File: config.mk
export PLATFORM = sky130hd
export DESIGN_NAME = bfx_control
export DESIGN_NICKNAME = d
export VERILOG_FILES = /design/src/rtl/bfx_pkg.sv /design/src/rtl/decode.sv /design/src/rtl/bfx_control.sv
export SDC_FILE = /design/constraint.sdc
export NUM_CORES = 1
export LEC_CHECK = 0
export CORE_MARGIN = 1
export CORE_UTILIZATION = 25
export DETAILED_ROUTE_END_ITERATION = 6
export PLACE_DENSITY = 0.49
export SYNTH_ARGS = -nofsm -noshare
export SYNTH_HDL_FRONTEND = slang
export SYNTH_SLANG_ARGS = --single-unit
File: constraint.sdc
create_clock -name clk -period 4.64 [get_ports clk]
set_input_delay 1.392 -clock clk [delete_from_list [all_inputs] [get_ports clk]]
set_output_delay 1.392 -clock clk [all_outputs]
set_load 0.02 [all_outputs]
File: src/rtl/bfx_pkg.sv
// Shared types and opcode constants for the bfX sequencer.
// The op class is taken from instruction bits [3:1]; bit [0] selects the mode.
package bfx_pkg;

  typedef enum logic [2:0] {
    S_IDLE,
    S_FETCH,
    S_EXEC,
    S_IO_IN,
    S_IO_OUT,
    S_SCAN_F,
    S_SCAN_C,
    S_HALT
  } state_t;

  localparam logic [2:0] OP_PTR  = 3'b000;
  localparam logic [2:0] OP_DATA = 3'b001;
  localparam logic [2:0] OP_IO   = 3'b010;
  localparam logic [2:0] OP_BR   = 3'b011;

  localparam logic [7:0] STOP_BYTE = 8'h08;

endpackage

File: src/rtl/decode.sv
// Instruction classifier for bfX: turns one instruction byte into class strobes.
// Only bytes with a zero upper nibble carry a class; every other byte is a NOP.
module decode
  import bfx_pkg::*;
(
  input  logic [7:0] ix,
  output logic       is_ptr,
  output logic       is_data,
  output logic       is_io,
  output logic       is_br,
  output logic       is_stop,
  output logic       mode
);

  logic low_nibble_only;

  assign low_nibble_only = (ix[7:4] == 4'h0);
  assign is_ptr  = low_nibble_only && (ix[3:1] == OP_PTR);
  assign is_data = low_nibble_only && (ix[3:1] == OP_DATA);
  assign is_io   = low_nibble_only && (ix[3:1] == OP_IO);
  assign is_br   = low_nibble_only && (ix[3:1] == OP_BR);
  assign is_stop = (ix == STOP_BYTE);
  assign mode    = ix[0];

endmodule

File: src/rtl/bfx_control.sv
// bfX sequencer: fetches, classifies and executes one instruction at a time,
// owning the PC, data pointer and bracket-depth counter.
module bfx_control
  import bfx_pkg::*;
#(
  parameter int PC_W    = 10,
  parameter int DPTR_W  = 8,
  parameter int DEPTH_W = 6
) (
  input  logic              clk,
  input  logic              rst_n,
  input  logic              start,
  output logic [PC_W-1:0]   imem_addr,
  input  logic [7:0]        imem_rdata,
  output logic [DPTR_W-1:0] dptr,
  input  logic [7:0]        dmem_rdata,
  output logic              dmem_we,
  output logic [7:0]        dmem_wdata,
  output logic              in_ready,
  input  logic              in_valid,
  input  logic [7:0]        in_data,
  output logic              out_valid,
  input  logic              out_ready,
  output logic [7:0]        out_data,
  output logic              busy,
  output logic              halted,
  output logic              error
);

  localparam logic [PC_W-1:0]    PC_ONE    = 1;
  localparam logic [PC_W-1:0]    PC_MAX    = '1;
  localparam logic [DPTR_W-1:0]  DPTR_ONE  = 1;
  localparam logic [DEPTH_W-1:0] DEPTH_ONE = 1;
  localparam logic [DEPTH_W-1:0] DEPTH_MAX = '1;

  state_t             state, state_n;
  logic [PC_W-1:0]    pc, pc_n;
  logic [DPTR_W-1:0]  dptr_n;
  logic [DEPTH_W-1:0] depth, depth_n;
  logic               dir, dir_n;
  logic               halted_n, error_n;

  logic is_ptr, is_data, is_io, is_br, is_stop, mode;
  logic cell_zero, scan_inc, scan_dec, scan_step;

  decode u_decode (
    .ix      (imem_rdata),
    .is_ptr  (is_ptr),
    .is_data (is_data),
    .is_io   (is_io),
    .is_br   (is_br),
    .is_stop (is_stop),
    .mode    (mode)
  );

  // The PC register drives imem directly, so the sync ROM returns the byte one cycle later.
  assign imem_addr = pc;
  assign cell_zero = (dmem_rdata == 8'h00);
  assign out_data  = out_valid ? dmem_rdata : 8'h00;
  assign busy      = (state != S_IDLE) && (state != S_HALT);

  // During a scan, a bracket matching the scan direction's opener nests deeper (dir 0 = forward).
  assign scan_inc = is_br && (mode == dir);
  assign scan_dec = is_br && (mode != dir);

  always_ff @(posedge clk or negedge rst_n) begin
    if (!rst_n) begin
      state  <= S_IDLE;
      pc     <= '0;
      dptr   <= '0;
      depth  <= '0;
      dir    <= 1'b0;
      halted <= 1'b0;
      error  <= 1'b0;
    end else begin
      state  <= state_n;
      pc     <= pc_n;
      dptr   <= dptr_n;
      depth  <= depth_n;
      dir    <= dir_n;
      halted <= halted_n;
      error  <= error_n;
    end
  end

  always_comb begin
    state_n    = state;
    pc_n       = pc;
    dptr_n     = dptr;
    depth_n    = depth;
    dir_n      = dir;
    halted_n   = halted;
    error_n    = error;
    dmem_we    = 1'b0;
    dmem_wdata = 8'h00;
    in_ready   = 1'b0;
    out_valid  = 1'b0;
    scan_step  = 1'b0;

    case (state)
      S_IDLE: begin
        if (start) begin
          pc_n    = '0;
          state_n = S_FETCH;
        end
      end
      S_FETCH: state_n = S_EXEC;
      S_EXEC: begin
        state_n = S_FETCH;
        pc_n    = pc + PC_ONE;
        if (is_stop) begin
          pc_n     = pc;
          halted_n = 1'b1;
          state_n  = S_HALT;
        end else if (is_ptr) begin
          dptr_n = mode ? dptr - DPTR_ONE : dptr + DPTR_ONE;
        end else if (is_data) begin
          dmem_we    = 1'b1;
          dmem_wdata = mode ? dmem_rdata - 8'd1 : dmem_rdata + 8'd1;
        end else if (is_io) begin
          pc_n    = pc;
          state_n = mode ? S_IO_OUT : S_IO_IN;
        end else if (is_br && !mode && cell_zero) begin
          depth_n = DEPTH_ONE;
          dir_n   = 1'b0;
          state_n = S_SCAN_F;
          if (pc == PC_MAX) begin
            pc_n    = pc;
            error_n = 1'b1;
            state_n = S_HALT;
          end
        end else if (is_br && mode && !cell_zero) begin
          depth_n = DEPTH_ONE;
          dir_n   = 1'b1;
          pc_n    = pc - PC_ONE;
          state_n = S_SCAN_F;
          if (pc == '0) begin
            pc_n    = pc;
            error_n = 1'b1;
            state_n = S_HALT;
          end
        end
      end
      S_IO_IN: begin
        in_ready = 1'b1;
        if (in_valid) begin
          dmem_we    = 1'b1;
          dmem_wdata = in_data;
          pc_n       = pc + PC_ONE;
          state_n    = S_FETCH;
        end
      end
      S_IO_OUT: begin
        out_valid = 1'b1;
        if (out_ready) begin
          pc_n    = pc + PC_ONE;
          state_n = S_FETCH;
        end
      end
      S_SCAN_F: state_n = S_SCAN_C;
      // Matching bracket found: resume just after it regardless of scan direction.
      S_SCAN_C: begin
        if (scan_inc) begin
          if (depth == DEPTH_MAX) begin
            error_n = 1'b1;
            state_n = S_HALT;
          end else begin
            depth_n   = depth + DEPTH_ONE;
            scan_step = 1'b1;
          end
        end else if (scan_dec && depth == DEPTH_ONE) begin
          depth_n = '0;
          pc_n    = pc + PC_ONE;
          state_n = S_FETCH;
        end else begin
          if (scan_dec) depth_n = depth - DEPTH_ONE;
          scan_step = 1'b1;
        end
        if (scan_step) begin
          if ((!dir && pc == PC_MAX) || (dir && pc == '0)) begin
            error_n = 1'b1;
            state_n = S_HALT;
          end else begin
            pc_n    = dir ? pc - PC_ONE : pc + PC_ONE;
            state_n = S_SCAN_F;
          end
        end
      end
      S_HALT: state_n = S_HALT;
      default: state_n = S_IDLE;
    endcase
  end

endmodule

# --- Word-level counts from Yosys, hierarchy flattened ---
# Cells that the tools add are included.
classes:
  add_sub_neg: 8
  n_eq_ne: 34
  n_mux: 80
  n_bitwise: 4
  reduce_logical: 34
ops:
  columns: ["operator", "count"]
  rows:
  - ["$mux 10", 16]
  - ["$mux 6", 10]
  - ["$mux 8", 7]
  - ["$pmux 10 s5", 1]
  - ["$mux 3", 14]
  - ["$mux 1", 24]
  - ["$pmux 3 s8", 1]
  - ["$reduce_and 8->1", 3]
  - ["$add 8x1->8 const B", 2]
  - ["$ne 4x4->1 const B", 4]
  - ["$pmux 8 s2", 1]
  - ["$sub 8x1->8 const B", 2]
  - ["$ne 3x3->1 const B", 5]
  - ["$logic_and 1x1->1", 14]
  - ["$ne 2x2->1 const B", 7]
  - ["$eq 3x2->1 const B", 4]
  - ["$eq 3x3->1 const B", 4]
  - ["$pmux 6 s2", 1]
  - ["$add 10x1->10 const B", 1]
  - ["$eq 10x10->1 const B", 1]
  - ["$logic_not 10->1", 1]
  - ["$sub 10x1->10 const B", 1]
  - ["$eq 8x4->1 const B", 1]
  - ["$logic_not 8->1", 1]
  - ["other kinds (23)", 34]
totals:
  reg_bits: 30
  input_bits: 29
  out_inout_bits: 40
  wordCells: 167

# --- Logic depth before layout (Yosys ltp) ---
depth:
  word_depth: 11
  depth_mapped: 10
  depth_no_buf: 9

# --- Cells and area by module ---
# Synthesis repeated with hierarchy kept, for this count alone.
hier_totals:
  hier_cells: 445
  area_unflattened_um2: 3457.1
by_module_without_submodules:
  columns: ["module", "n_inst", "cells_per_inst", "area_each_um2", "seq_area_each_um2"]
  rows:
  - ["bfx_control", 1, 436, 3393.3, 750.7]
  - ["decode", 1, 9, 63.8, 0.0]

# --- Least setup slack after synthesis ---
# OpenSTA, ideal clock, no wires.
synth_timing:
  path_kind: "in2out"
  startpoint: "input imem_rdata[0]"
  endpoint: "output dmem_wdata[6]"
  t_arrival_ps: 3400
  required_time_ps: 3248
  setup_slack_ps: -152
  path_stages: 10
  n_path_buf: 1
  path_cell_list: "clkbuf_1 > inv_1 > fa_1 > nor2b_1 > o21ai_0 > nand2b_1 > a21o_1 > a21oi_1 > xor2_1 > o21ai_0"
synth_via:
  elab_chain_len: 5
  elab_cells_between_ends: 6
  cone_classes: "1 x eq/ne; 5 x mux"
synth_lines:
  columns: ["element", "line_no", "source"]
  rows:
  - ["start: declaration", "bfx_control.sv:14", "input logic [7:0] imem_rdata,"]
  - ["$mux 8", "bfx_control.sv:119", "dmem_wdata = mode ? dmem_rdata - 8'd1 : dmem_rdata + 8'd1;"]
  - ["$mux 8", "bfx_control.sv:117", "end else if (is_data) begin"]
  - ["$mux 8", "bfx_control.sv:115", "end else if (is_ptr) begin"]
  - ["$mux 8 *", "bfx_control.sv:111", "if (is_stop) begin"]
  - ["$pmux 8 s2 *", "bfx_control.sv:100", "case (state)"]
  - ["end: declaration", "bfx_control.sv:18", "output logic [7:0] dmem_wdata,"]
# Mark *: on every way between the ends. The rest lies on a longest branch, timed or not.

# --- Worst setup path in the final report ---
layout_timing:
  startpoint: "input imem_rdata[5]"
  endpoint: "output dmem_wdata[2]"
layout_via:
  elab_chain_len: 6
  elab_cells_between_ends: 8
  cone_classes: "1 x eq/ne; 4 x mux; 3 x reduce/logical"
layout_lines:
  columns: ["element", "line_no", "source"]
  rows:
  - ["$logic_not 4->1", "decode.sv:17", "assign low_nibble_only = (ix[7:4] == 4'h0);"]
  - ["$logic_and 1x1->1", "decode.sv:19", "assign is_data = low_nibble_only && (ix[3:1] == OP_DATA);"]
  - ["$mux 8", "bfx_control.sv:117", null]
  - ["$mux 8", "bfx_control.sv:115", null]
  - ["$mux 8 *", "bfx_control.sv:111", null]
  - ["$pmux 8 s2 *", "bfx_control.sv:100", null]
# Marks and branches as above.

==> out/summary.txt <==
status: finished clean
relative slew slack: 50.6%
Reg clk slew, reported paths: 0.05 ns
startpoint type of the worst setup path: input pin
setup TNS: 0 ns
min cycle time layout: 4.57 ns
worst slew pin tran: 0.735 ns
Most used DFF post-synth: dfrtp_1
top cells by area, synth: dfrtp_1 (23%), ha_1 (6.5%), nand2_1 (5.5%), o21ai_0 (5.1%), a21oi_1 (3.5%)
Worst Skew: 0.00594 ns
Lkg Pwr: 0.00185 uW
DP Cell Count: 680
maximum clock path buffer count: 2
pwr/cell area: 425 nW/um2
Hold Crit Start: halted
Layout Nets: 563
EDFF count, synth: 0
Fin. Hold Viols: 0
IO Pins: 69
setup violators final: 0
arrival time worst endpoint: 3.18 ns
row cnt: 41
Synth top area share: 23.0%
fraction of layout cells with a size suffix above 1: 15.0%
sequential-to-total area share from yosys stat: 23.0%
Final Util: 35.4%
pre-CTS WS: -0.836 ns
Post-Route WL: 10.8 mm
gr ovfl total: 0
post-route ant nets: 0
Worst setup EP type: output port
Avg Inst Size Synth: 7.65 um2
I/O Buffers: 68
Avg WL per Cell: 15.8 um
gr usage total: 16.3%
initial DRC count: 268
Post-CTS Setup Inserts: 0
DRC: 0
vias in the first global route: 3,391
area delta synth->final: 37.7%
Synth area leader: dfrtp_1
Worst EP required: 3.25 ns
DRT Pass-1 Iters: 5
largest net degree at the start of global routing: 31
final setup margin: 0.0685 ns
die area: 13,500 um2
Reg2Reg Launch Point: imem_addr[0]
overall power: 1910 uW
worst-path maximum fanout: 8
Num CTS Buffers: 5
Fmax: 219 MHz
cells after synthesis: 426
Die W: 116 um
hold crit path type: flop to flop
Post-DP HPWL: 8.15 mm
vias post-DR: 3,531
Slew Limit Fails: 0
TritonCTS Sinks: 30
Post-synth ARST share: 100%
Clock Tree Root: clkbuf_16
Final period util: 98.5%
Yosys Warn Count: 0
Placer Congestion: 0.858
clk_lat worst skew: 0.28 ns
Final Non-Filler Cells: 686
Peak VDD IR: 0.000145 V
number of distinct library cells after synthesis: 69
ant diodes: 0
first-pass GRT wire length: 17.3 mm
Synth Cell Area: 3260 um2
Starting Density: 25.7%
hold_buf cts: 0
Mapped Nets: 474
initial antenna violation count: 0
chip height: 116 um
CTS tree: yes
core area: 12,700 um2
Yosys reg bits: 30
WS Path Type: input pin to output port
Worst setup startpoint: imem_rdata[5]
DR vias/cell: 5.15
Max Cap Viol: 0
H-tree depth: 2
## worst paths after layout
kind                                       to  slack, ns  cells past startpoint
worst max-delay path            dmem_wdata[2]       0.07                      7
worst min-delay path                   halted       0.48                      1
worst max register to register   imem_addr[3]       1.52                     10
worst min register to register         halted       0.48                      1
max in group asynchronous             dptr[7]       2.79                      2
min in group asynchronous        imem_addr[9]       1.53                      2
## kinds of logic after synthesis
| family | count (synthesis) | share of synthesized area [%] |
|---|---|---|
| muxes | 3 | 0.959 |
| and+or+nand+nor | 174 | 28.0 |
| AOI/OAI and AO/OA | 132 | 28.1 |
| adders and majority gates | 19 | 7.75 |
| DFF | 30 | 23.0 |
| buffers and inverters | 44 | 5.68 |
| xor gates and xnor gates | 24 | 6.45 |
## metal layers
layer	track usage, %	vias up	wire length (um)
met4	5.47	0	215
li1	-	1763	-
met1	22.1	1631	4930
met2	26.3	119	5000
met3	2.49	18	669
met5	0	-	0
## flip-flops by register name (all words and copies together) (netlist names)
register,cells
halted,1
dir,1
state,3
dptr,8
depth,6
imem_addr,10
error,1
## layout by cell type (no fill, tap or decap), drive strengths merged, types with 3 or more instances in the layout
master and instances:
a221oi 5, ha 17, a32oi 3, o221ai 6, xnor2 11, nor2b 5, a31o 3, and2 10
nand2b 11, dfrtp 30, nor3b 5, nor4 9, clkdlybuf4s50 54, a31oi 5, a21o 8, xor2 13
nand4 6, clkbuf 8, and3 8, o21bai 5, or3 5, a21oi 23, nand3 12, nand2 48
inv 16, a22oi 3, o211ai 4, o32a 3, nor3 14, buf 50, o21ai 34, o22ai 7
nor2 31
## critical path, stage by stage
cell and delay [ns]:
clkdlybuf4s50_1 0.42, or4_4 0.56, nor3b_2 0.20, nand3b_1 0.10, buf_4 0.17, o21ai_0 0.15
buf_2 0.18
## power by group
part / switching [uW] / total, uW / internal, uW
logic: 623 / 1120 / 499
registers: 140 / 464 / 323
clock network: 117 / 324 / 207
total: 881 / 1910 / 1030
## area by class of cell
| cell class | count | area, um2 |
|---|---|---|
| Tap cell | 172 | 215 |
| Timing Repair Buffer | 109 | 948 |
| Fill cell | 1342 | 8180 |
| Clock buffer | 6 | 139 |
| Multi-Input combinational cell | 352 | 2370 |
| Inverter | 17 | 63.8 |
| Sequential cell | 30 | 751 |
## Yosys cell counts (7+ instances only)
master	n
a21o_1	8
a21oi_1	23
and2_1	10
and3_1	8
clkbuf_1	20
dfrtp_1	30
ha_1	17
inv_1	16
nand2_1	48
nand2b_1	11
nand3_1	12
nor2_1	30
nor3_1	13
nor4_1	8
o21ai_0	33
o22ai_1	7
xnor2_1	11
xor2_1	13
## metrics by stage
step	hold slack, ns	area (um2)
2_1_floorplan	0.474	3260
3_3_place_gp	0.456	4350
3_5_place_dp	0.468	4350
4_1_cts	0.485	4470
5_1_grt	0.505	4490
6_report	0.477	4490
## what timing repair did
action | in CTS | in global routing
resized for setup | 51 | 13
endpoints found under the setup margin | 9 | 6
endpoints found under the hold margin | 0 | 0
pin swaps | 3 | 8
Note: power is estimated with default switching activity, not from simulation.
